===== src/rtl/fish_bbox_tracker.sv =====
// Per-frame extent tracker for fish-mask pixels inside a fixed ROI.
// At each frame end it commits the box corner, the pixel count and a valid flag that survives short dropouts.
module fish_bbox_tracker #(
    parameter logic [10:0] X1         = 11'd181,
    parameter logic [10:0] X2         = 11'd331,
    parameter logic [9:0]  Y1         = 10'd121,
    parameter logic [9:0]  Y2         = 10'd220,
    parameter logic [15:0] MIN_PIX    = 16'd16,
    parameter logic [3:0]  MISS_LIMIT = 4'd3
) (
    input  logic        clk,
    input  logic        reset,
    input  logic        en,
    input  logic [10:0] pix_x,
    input  logic [9:0]  pix_y,
    input  logic        mask,
    input  logic        frame_end,
    output logic [10:0] T_x,
    output logic [9:0]  T_y,
    output logic        box_valid,
    output logic [15:0] pix_count,
    output logic        update
);

    localparam int unsigned XW = 11;
    localparam int unsigned YW = 10;
    localparam int unsigned CW = 16;
    localparam int unsigned MW = 4;

    typedef enum logic {SYNC, RUN} state_t;

    state_t          state_q, state_d;
    logic [CW-1:0]   acc_cnt_q, acc_cnt_d;
    logic [XW-1:0]   acc_x_q, acc_x_d;
    logic [YW-1:0]   acc_y_q, acc_y_d;
    logic [MW-1:0]   miss_q, miss_d;
    logic [XW-1:0]   tx_q, tx_d;
    logic [YW-1:0]   ty_q, ty_d;
    logic            valid_q, valid_d;
    logic [CW-1:0]   cnt_q, cnt_d;
    logic            upd_q, upd_d;

    logic            hit;
    logic [CW-1:0]   m_cnt;
    logic [XW-1:0]   m_x;
    logic [YW-1:0]   m_y;
    logic [MW:0]     miss_inc;

    // Current pixel merged into the running frame accumulators
    always_comb begin
        hit   = en & mask & (pix_x >= X1) & (pix_x <= X2) & (pix_y >= Y1) & (pix_y <= Y2);
        m_cnt = acc_cnt_q;
        m_x   = acc_x_q;
        m_y   = acc_y_q;
        if (hit) begin
            if (acc_cnt_q != {CW{1'b1}}) begin
                m_cnt = acc_cnt_q + CW'(1);
            end
            if (pix_x > acc_x_q) begin
                m_x = pix_x;
            end
            if (pix_y > acc_y_q) begin
                m_y = pix_y;
            end
        end
        miss_inc = {1'b0, miss_q} + (MW+1)'(1);
    end

    always_comb begin
        state_d   = state_q;
        acc_cnt_d = acc_cnt_q;
        acc_x_d   = acc_x_q;
        acc_y_d   = acc_y_q;
        miss_d    = miss_q;
        tx_d      = tx_q;
        ty_d      = ty_q;
        valid_d   = valid_q;
        cnt_d     = cnt_q;
        upd_d     = 1'b0;
        case (state_q)
            SYNC: begin
                if (frame_end) begin
                    state_d   = RUN;
                    acc_cnt_d = '0;
                    acc_x_d   = X1;
                    acc_y_d   = Y1;
                end
            end
            RUN: begin
                if (frame_end) begin
                    upd_d     = 1'b1;
                    cnt_d     = m_cnt;
                    acc_cnt_d = '0;
                    acc_x_d   = X1;
                    acc_y_d   = Y1;
                    if (m_cnt >= MIN_PIX) begin
                        tx_d    = m_x;
                        ty_d    = m_y;
                        valid_d = 1'b1;
                        miss_d  = '0;
                    end else if (miss_inc < {1'b0, MISS_LIMIT}) begin
                        miss_d = miss_inc[MW-1:0];
                    end else begin
                        // Persistent miss: collapse box to the ROI origin
                        tx_d    = X1;
                        ty_d    = Y1;
                        valid_d = 1'b0;
                        miss_d  = MISS_LIMIT;
                    end
                end else begin
                    acc_cnt_d = m_cnt;
                    acc_x_d   = m_x;
                    acc_y_d   = m_y;
                end
            end
            default: state_d = SYNC;
        endcase
    end

    always_ff @(posedge clk) begin
        if (reset) begin
            state_q   <= SYNC;
            acc_cnt_q <= '0;
            acc_x_q   <= X1;
            acc_y_q   <= Y1;
            miss_q    <= '0;
            tx_q      <= X1;
            ty_q      <= Y1;
            valid_q   <= 1'b0;
            cnt_q     <= '0;
            upd_q     <= 1'b0;
        end else begin
            state_q   <= state_d;
            acc_cnt_q <= acc_cnt_d;
            acc_x_q   <= acc_x_d;
            acc_y_q   <= acc_y_d;
            miss_q    <= miss_d;
            tx_q      <= tx_d;
            ty_q      <= ty_d;
            valid_q   <= valid_d;
            cnt_q     <= cnt_d;
            upd_q     <= upd_d;
        end
    end

    assign T_x       = tx_q;
    assign T_y       = ty_q;
    assign box_valid = valid_q;
    assign pix_count = cnt_q;
    assign update    = upd_q;

endmodule


===== config.mk =====
export PLATFORM = sky130hd
export DESIGN_NAME = fish_bbox_tracker
export DESIGN_NICKNAME = d
export VERILOG_FILES = /design/src/rtl/fish_bbox_tracker.sv
export SDC_FILE = /design/constraint.sdc
export NUM_CORES = 1
export LEC_CHECK = 0
export BUFFER_PORTS_ARGS = -buffer_cell sky130_fd_sc_hd__buf_2
export CELL_PAD_IN_SITES_DETAIL_PLACEMENT = 0
export CELL_PAD_IN_SITES_GLOBAL_PLACEMENT = 2
export CORE_AREA = 2 2 109 111
export CTS_BUF_LIST = sky130_fd_sc_hd__clkbuf_4 sky130_fd_sc_hd__clkbuf_8
export DETAILED_ROUTE_END_ITERATION = 8
export DIE_AREA = 0 0 111 113
export PLACE_DENSITY_LB_ADDON = 0.1
export SYNTH_ARGS = -nofsm -noshare
export SYNTH_HDL_FRONTEND = slang
export SYNTH_SLANG_ARGS = --single-unit

===== constraint.sdc =====
create_clock -name clk -period 5.9 [get_ports clk]
set_input_delay 0.59 -clock clk [delete_from_list [all_inputs] [get_ports clk]]
set_output_delay 0.59 -clock clk [all_outputs]
set_load 0.05 [all_outputs]

# == Word-level counts from Yosys, hierarchy flattened ==
# Cells that the tools add are included.
# classes
eq_ne,3
n_reduce_logical,3
mux,25
magnitude_cmp,8
addsub,2
bitwise,6
# ops
operator,n
$mux W11,6
$mux W16,4
$mux W10,6
$pmux W16 S2,1
$pmux W11 S2,1
$pmux W10 S2,1
$add A16 B1 Y16 const B,1
$ge A16 B5 Y1 const B,1
$ne A16 B16 Y1 const B,1
$ge A11 B8 Y1 const B,1
$gt A11 B11 Y1,1
$le A11 B9 Y1 const B,1
$ge A10 B7 Y1 const B,1
$gt A10 B10 Y1,1
$le A10 B8 Y1 const B,1
$mux W4,2
$add A4 B1 Y5 const B,1
$and A1 B1 Y1,5
$lt A5 B2 Y1 const B,1
$mux W1,4
$ne A2 B2 Y1 const B,2
$reduce_and A3 Y1,1
$reduce_and A2 Y1,1
$reduce_or A2 Y1,1
$not A1 Y1,1
# word_totals
input_bits,26
elab_cells,57
output_inout_bits,39
regBits,81

# == Longest topological paths before layout ==
# Gate-level depths: netlist (run 1).
# depth
ltp_word,9
ltp_mapped,11
ltp_nobuf,10

# == Worst setup path before layout (run 1) ==
# OpenSTA, ideal clock, no wires.
# synth_path
path_kind,in2reg
startpoint,input pix_x[9]
endpoint,register tx_q[4] (netlist: T_x[4])
setup_time_ns,0.141
t_required_ns,5.759
t_arrival_ns,2.862
path_slack_ns,2.897
n_path_buf,2
cell_stages,10
path_cell_list,nor4_1 > o2111a_1 > o2111ai_2 > buf_6 > o31ai_1 > o211ai_1 > or4_4 > o41ai_4 > buf_6 > a22oi_1
# synth_between
elab_chain_cells,9
elab_cells_between_ends,14
cone_classes,order compare: 4; eq/ne: 1; mux: 4; bitwise: 4; reduce/logical: 1
# synth_rtl
element,line_no,rtl
from (decl),14,"input logic [10:0] pix_x,"
$ge A11 B8 Y1,51,hit = en & mask & (pix_x >= X1) & (pix_x <= X2) & (pix_y >= Y1) & (pix_y <= Y2);
$and A1 B1 Y1 (4 in series),51,
$mux W16,55,if (hit) begin
$ge A16 B5 Y1,96,if (m_cnt >= MIN_PIX) begin
$ne A2 B2 Y1 (no source line),--,
$reduce_and A3 Y1 (no source line),--,
to (signal assigned),138,tx_q <= tx_d;
to (decl),37,"logic [XW-1:0] tx_q, tx_d;"
# Parallel ways exist; a longest one is shown, timed or not.
# A chain may end at the register's enable or synchronous reset.

# == Worst setup path in the final report (run 1) ==
# layout_path
startpoint,register acc_cnt_q[0]
endpoint,register tx_q[10] (netlist: T_x[10])
# layout_between
elab_chain_cells,6
elab_cells_between_ends,8
cone_classes,add/sub: 1; order compare: 1; eq/ne: 2; mux: 3; reduce/logical: 1
# layout_rtl
element,line_no,rtl
from (decl),33,"logic [CW-1:0] acc_cnt_q, acc_cnt_d;"
from (signal assigned),134,acc_cnt_q <= acc_cnt_d;
$add A16 B1 Y16 / $ne A16 B16 Y1 (equally long branches),"57, 56",
$mux W16,56,if (acc_cnt_q != {CW{1'b1}}) begin
$mux W16 (*),55,
$ge A16 B5 Y1 (*),96,
$ne A2 B2 Y1 (no source line),--,
$reduce_and A3 Y1 (no source line),--,
# Mark *: on every way between the ends. The rest lies on a longest branch, timed or not.

==> impl_metrics.ini, run 1 <==
[grt]
grt_max_degree = 31
gr-total-overflow = 0
grt_use_total_pct = 17.7
grt_pass1_vias = 3460
antenna_found_initial = 0
grt_pass1_wl_mm = 17.6

[clock_network]
cts_hold_buf = 0
tritoncts = done
cts_resized = 0
cts_setup_buffers = 0
htreeDepth = 3
cts_buffers = 9
root_buffer = clkbuf_8
cts.sinks = 81
cts.clk_slew.worst_paths_ns = 0.08
clock_path_buffers = 2
clock_latency_ns = 0.38

[die]
die_h_um = 113
fp-row-count = 39
start_util_pct = 37.4
coreArea_um2 = 11300
die-area_um2 = 12500
die_width_um = 111
ios = 65

[power]
p_leak_nw = 2.14
p_per_area_nw_per_um2 = 236
peakVddDrop_mv = 0.155

[timing]
rsz0062_at_grt = no
period_share_pct = 55.9
maxSlewHeadroom_pct = 31.8
skew_ns = 0.00946
finalMaxSlewViolations = 0
setup-tns-final_ns = 0
fin_crit_ns = 3.30
setup_ws_ns = 2.60
finalSetupViolCount = 0
fmax_ghz = 0.303
worst_slew_pin_slew_ns = 1.02
hold_viol = 0

[finish]
final_layout_size_suffix_gt1_share_pct = 16.8
syn_to_final_growth_pct = 14.1
final_cells = 680
n_antenna_cell = 0
layout_common_cells = dfxtp_1 (81), buf_2 (64), nor2_1 (59)
layout_commonest_cell = dfxtp_1
nets = 581

[route]
first_iter_violations = 104
wire_per_inst_um = 15.7
drtAntennaViolNets = 0
vias = 3557
routed_wirelength_mm = 10.7
avgViaCountPerCell = 5.23
drc = 0
drtPass1Iterations = 4

[placed_design]
port_buffers = 64
dp_hpwl_mm = 7.67
gp_congestion = 0.801
placedCellCount = 664
dp_slack_ns = 2.21

[outcome]
status = complete, no violations

[setup_path]
cp_max_fo = 14
crit_arrival_ns = 3.57
crit_required_ns = 6.17
cp_slowest_cell = o31ai_1
worstSetupPathType = register to register
worstPathCellList = ha_1 -> and3_1 -> nand2_1 -> nor3_2 -> nor3_1 -> o31ai_1 -> nand4_1 -> o21a_1 -> a32o_1
crit_buf_inv = 0
cp-start-kind = register
critical-path-max-stage-delay_ns = 0.46
crit_family = simple AND/OR/NAND/NOR gates
end_kind = register

[logic_synthesis]
syn_inst = 483
synth_cell_types = 55
synth_area_um2 = 4210
ys_seq_area_share_pct = 38.5
synth_ff_type = dfxtp_1
syn_nets = 532
avgSynthCellArea_um2 = 8.72
ys_ff_latch = 81
ys_async_sr_fraction_pct = 0
ys_warn_count = 0
synth_edf_count = 0

[flow_run]
cap_violations = 0

[worst_hold_path]
hold_class = register to register
power breakdown:
part	internal (mW)	leakage [nW]	switching, mW	total (mW)
logic	0.0399	1.36	0.0803	0.120
registers	0.557	0.657	0.00677	0.564
clock network	0.240	0.114	0.211	0.451
flip-flops by register name (all words and copies together), names as in the netlist:
signal and cells:
miss_q 4, box_valid 1, update 1, acc_cnt_q 16, T_x 11, acc_x_q 11, pix_count 16, state_q 1
acc_y_q 10, T_y 10
cell families (layout without fill, tap and decap cells):
logic type	count (synthesis)	count (layout)	synth area share (%)
xor+xnor	18	18	3.74
fa+ha+maj	23	23	6.83
flops	81	81	38.5
mux	22	22	5.23
compound gates	118	118	21.1
buf+inv	66	120	6.62
simple gates	155	155	18.0
cell type report:
type                            instances  area [um^2]
Multi-Input combinational cell        336         2310
Tap cell                              143          179
Clock inverter                          2         35.0
Timing Repair Buffer                   66          335
Sequential cell                        81         1620
Fill cell                            1136         6460
Clock buffer                           14          180
Inverter                               38          143
worst reg2reg max path, cell delays in order, from the launching register on:
cell,delay [ns]
dfxtp_1,0.44
ha_1,0.25
and3_1,0.25
nand2_1,0.19
nor3_2,0.45
nor3_1,0.15
o31ai_1,0.46
nand4_1,0.23
o21a_1,0.43
a32o_1,0.36
layer usage:
metal	track usage, %	routed length (um)	vias up
li1	-	-	1833
met2	29.3	5010	76
met5	0	0	-
met4	9.25	256	0
met1	21.7	5000	1632
met3	4.18	414	16
stage by stage:
| step | util, % | total power [mW] | area [um^2] | hold WS [ns] |
|---|---|---|---|---|
| after floorplan | - | 0.661 | 4210 | 0.409 |
| after global placement | 40.7 | 0.698 | 4590 | 0.430 |
| after detailed placement | 40.7 | 0.699 | 4590 | 0.437 |
| after CTS | 42.6 | 1.15 | 4810 | 0.452 |
| after global routing | 42.6 | 1.19 | 4810 | 0.458 |
| final | 42.6 | 1.14 | 4810 | 0.451 |
synth_stat cells (7+ instances only):
master,n,area [um^2]
a211o_1,7,61.3
a211oi_1,21,158
a21o_1,7,52.6
a21oi_1,19,95.1
a22oi_1,10,75.1
and2_1,7,43.8
clkbuf_1,14,52.6
dfxtp_1,81,1620
ha_1,23,288
inv_1,38,143
mux2i_1,22,220
nand2_1,24,90.1
nand3_1,11,55.1
nand4_1,15,93.8
nor2_1,59,221
nor3_1,8,40.0
o211ai_1,9,67.6
o21ai_0,10,50.1
o2bb2ai_1,7,61.3
xnor2_1,7,61.3
xor2_1,11,96.3
path summary, 6_finish.rpt:
check | startpoint | depth (start not counted) | to | slack [ns]
max reg2reg | acc_cnt_q[0] | 9 | T_x[10] | 2.60
min reg2reg | miss_q[3] | 2 | miss_q[3] | 0.45
min | miss_q[3] | 2 | miss_q[3] | 0.45
max | acc_cnt_q[0] | 9 | T_x[10] | 2.60
Note: power is estimated with default switching activity, not from simulation.
==> inputs of run 2 (changes only) <==
--- a/config.mk
+++ b/config.mk
@@ -8,10 +8,10 @@
 export BUFFER_PORTS_ARGS = -buffer_cell sky130_fd_sc_hd__buf_2
 export CELL_PAD_IN_SITES_DETAIL_PLACEMENT = 0
 export CELL_PAD_IN_SITES_GLOBAL_PLACEMENT = 2
-export CORE_AREA = 2 2 109 111
+export CORE_AREA = 2 2 112 114
 export CTS_BUF_LIST = sky130_fd_sc_hd__clkbuf_4 sky130_fd_sc_hd__clkbuf_8
 export DETAILED_ROUTE_END_ITERATION = 8
-export DIE_AREA = 0 0 111 113
+export DIE_AREA = 0 0 114 116
 export PLACE_DENSITY_LB_ADDON = 0.1
 export SYNTH_ARGS = -nofsm -noshare
 export SYNTH_HDL_FRONTEND = slang
==> constraint.sdc (replaced) <==
create_clock -name clk -period 3.1 [get_ports clk]
set_input_delay 0.31 -clock clk [delete_from_list [all_inputs] [get_ports clk]]
set_output_delay 0.31 -clock clk [all_outputs]
set_load 0.05 [all_outputs]
==> run 2 against run 1 <==
Compared with the run above: via count grew 5.1%; die area increased by 5.4%; wire length up 7.7%; non-clock buffer count is 32 higher; clock skew up 0.0025 ns; register-to-register slack worse by 2.4 ns; power is 91% higher; global-route usage is 0.47 points higher; cell area increased by 5.6%; first-iteration DRC count is 40% higher; clock power grew 90%; critical path type unchanged; largest cell class unchanged; highest routed layer unchanged.
==> impl_metrics.ini, run 2 (synthesized netlist as in run 1, its figures left out) <==
[outcome]
status = complete, no violations

[timing]
period_share_pct = 92.5
fmax_ghz = 0.349
hold_viol = 0
worst_slew_pin_slew_ns = 1.05
finalSetupViolCount = 0
finalMaxSlewViolations = 0
setup-tns-final_ns = 0
skew_ns = 0.0120
rsz0062_at_grt = no
fin_crit_ns = 2.87
maxSlewHeadroom_pct = 30.2

[worst_hold_path]
hold_class = input port to register

[die]
start_util_pct = 35.4
ios = 65
die-area_um2 = 13200
coreArea_um2 = 11900
die_h_um = 116
die_width_um = 114
fp-row-count = 40

[power]
sw_frac_of_total_pct = 26.3
clockPowerShare_pct = 39.4
p_per_area_nw_per_um2 = 428
peakVddDrop_mv = 0.216
p_comb_share_pct = 11.1
p_leak_nw = 2.31
power_mw = 2.17
seqPwrFrac_pct = 49.5
p_int_mw = 1.60
p_sw_uw = 571

[grt]
gr-total-overflow = 0
grt_use_total_pct = 18.2
antenna_found_initial = 0
grt_pass1_vias = 3653
grt_max_degree = 31
grt_pass1_wl_mm = 18.5

[placed_design]
dp_hpwl_mm = 8.40
gp_congestion = 0.815
port_buffers = 64

[route]
avgViaCountPerCell = 5.22
drtPass1Iterations = 4
vias = 3738
drc = 0
first_iter_violations = 146
drtAntennaViolNets = 0
routed_wirelength_mm = 11.5
wire_per_inst_um = 16.1

[clock_network]
tritoncts = done
cts_hold_buf = 0
clock_path_buffers = 2
cts.sinks = 81
htreeDepth = 3
cts_buffers = 9
cts.clk_slew.worst_paths_ns = 0.08
root_buffer = clkbuf_8
clock_latency_ns = 0.38

[finish]
n_antenna_cell = 0
final_layout_size_suffix_gt1_share_pct = 22.0
layout_common_cells = dfxtp_1 (80), buf_2 (64), nor2_1 (58)
nets = 613
syn_to_final_growth_pct = 20.5
layout_commonest_cell = dfxtp_1

[setup_path]
end_kind = register
cp_max_fo = 21
crit_arrival_ns = 3.13
rrSetupSlack_ns = 0.23
worstSetupPathType = register to register
cp-start-kind = register
crit_required_ns = 3.36

[flow_run]
cap_violations = 0
[run 2: changes by cell type in the layout (fill, tap and decap cells not counted)]
| cell | before | now |
|---|---|---|
| buf_12 | 0 | 1 |
| buf_4 | 2 | 33 |
| dfxtp_1 | 81 | 80 |
| dfxtp_2 | 0 | 1 |
| nor2_1 | 59 | 58 |
| nor2_2 | 0 | 1 |
| nor3_2 | 1 | 0 |
| nor3_4 | 0 | 1 |
| o21a_1 | 4 | 3 |
| o21a_2 | 0 | 1 |
[run 2: repair_timing]
| action | 4_1_cts | 5_1_grt |
|---|---|---|
| setup buffers | 0 | 2 |
| endpoints found under the setup margin | 0 | 21 |
| resized for setup | 0 | 4 |
[run 2: cell type report]
type                       instances  area (um^2)
fill                            1239         6840
clock buffer                      14          180
timing repair buffer              98          588
multi-input combinational        336         2320
sequential                        81         1620
clock inverter                     2         35.0
tap                              147          184
inverter                          38          143
[run 2: through the flow]
| step | instances | setup WS (ns) | area (um^2) | util, % | hold slack (ns) |
|---|---|---|---|---|---|
| 5_1_grt | 716 | 0.0413 | 5080 | 42.6 | 0.204 |
| 2_1_floorplan | 483 | 0.357 | 4210 | - | 0.409 |
| 4_1_cts | 714 | 0.0632 | 5050 | 42.4 | 0.181 |
| 3_5_place_dp | 698 | -0.00341 | 4830 | 40.6 | 0.426 |
| 3_3_place_gp | 698 | 0.0686 | 4830 | 40.6 | 0.430 |
| 6_report | 716 | 0.232 | 5080 | 42.6 | 0.197 |
[run 2: power groups by stage]
stage	sequential, mW	combinational (mW)	clock (mW)
after floorplan	1.13	0.127	0
after global placement	1.10	0.241	0
after detailed placement	1.10	0.243	0
after CTS	1.07	0.244	0.884
after global routing	1.08	0.269	0.917
final	1.07	0.241	0.855
[run 2: path summary, 6_finish.rpt]
kind	start	end	depth (start not counted)
setup reg to reg	acc_cnt_q[0]	T_y[5]	10
hold / removal	frame_end	state_q	3
hold reg to reg	miss_q[3]	miss_q[3]	2
setup / recovery	acc_cnt_q[0]	T_y[5]	10
[run 2: worst max-delay path, stage by stage (launching register included)]
cell     delay, ns
dfxtp_1       0.38
ha_1          0.19
and3_1        0.24
nand2_1       0.14
buf_4         0.18
or4_1         0.52
mux2i_1       0.23
nand2_1       0.14
o41ai_4       0.42
buf_12        0.21
a22oi_1       0.09
[run 2: layer usage]
| metal | track usage, % | routed length [um] |
|---|---|---|
| met3 | 3.61 | 422 |
| met2 | 30.7 | 5440 |
| met5 | 0 | 0 |
| met4 | 9.43 | 341 |
| met1 | 22.2 | 5310 |
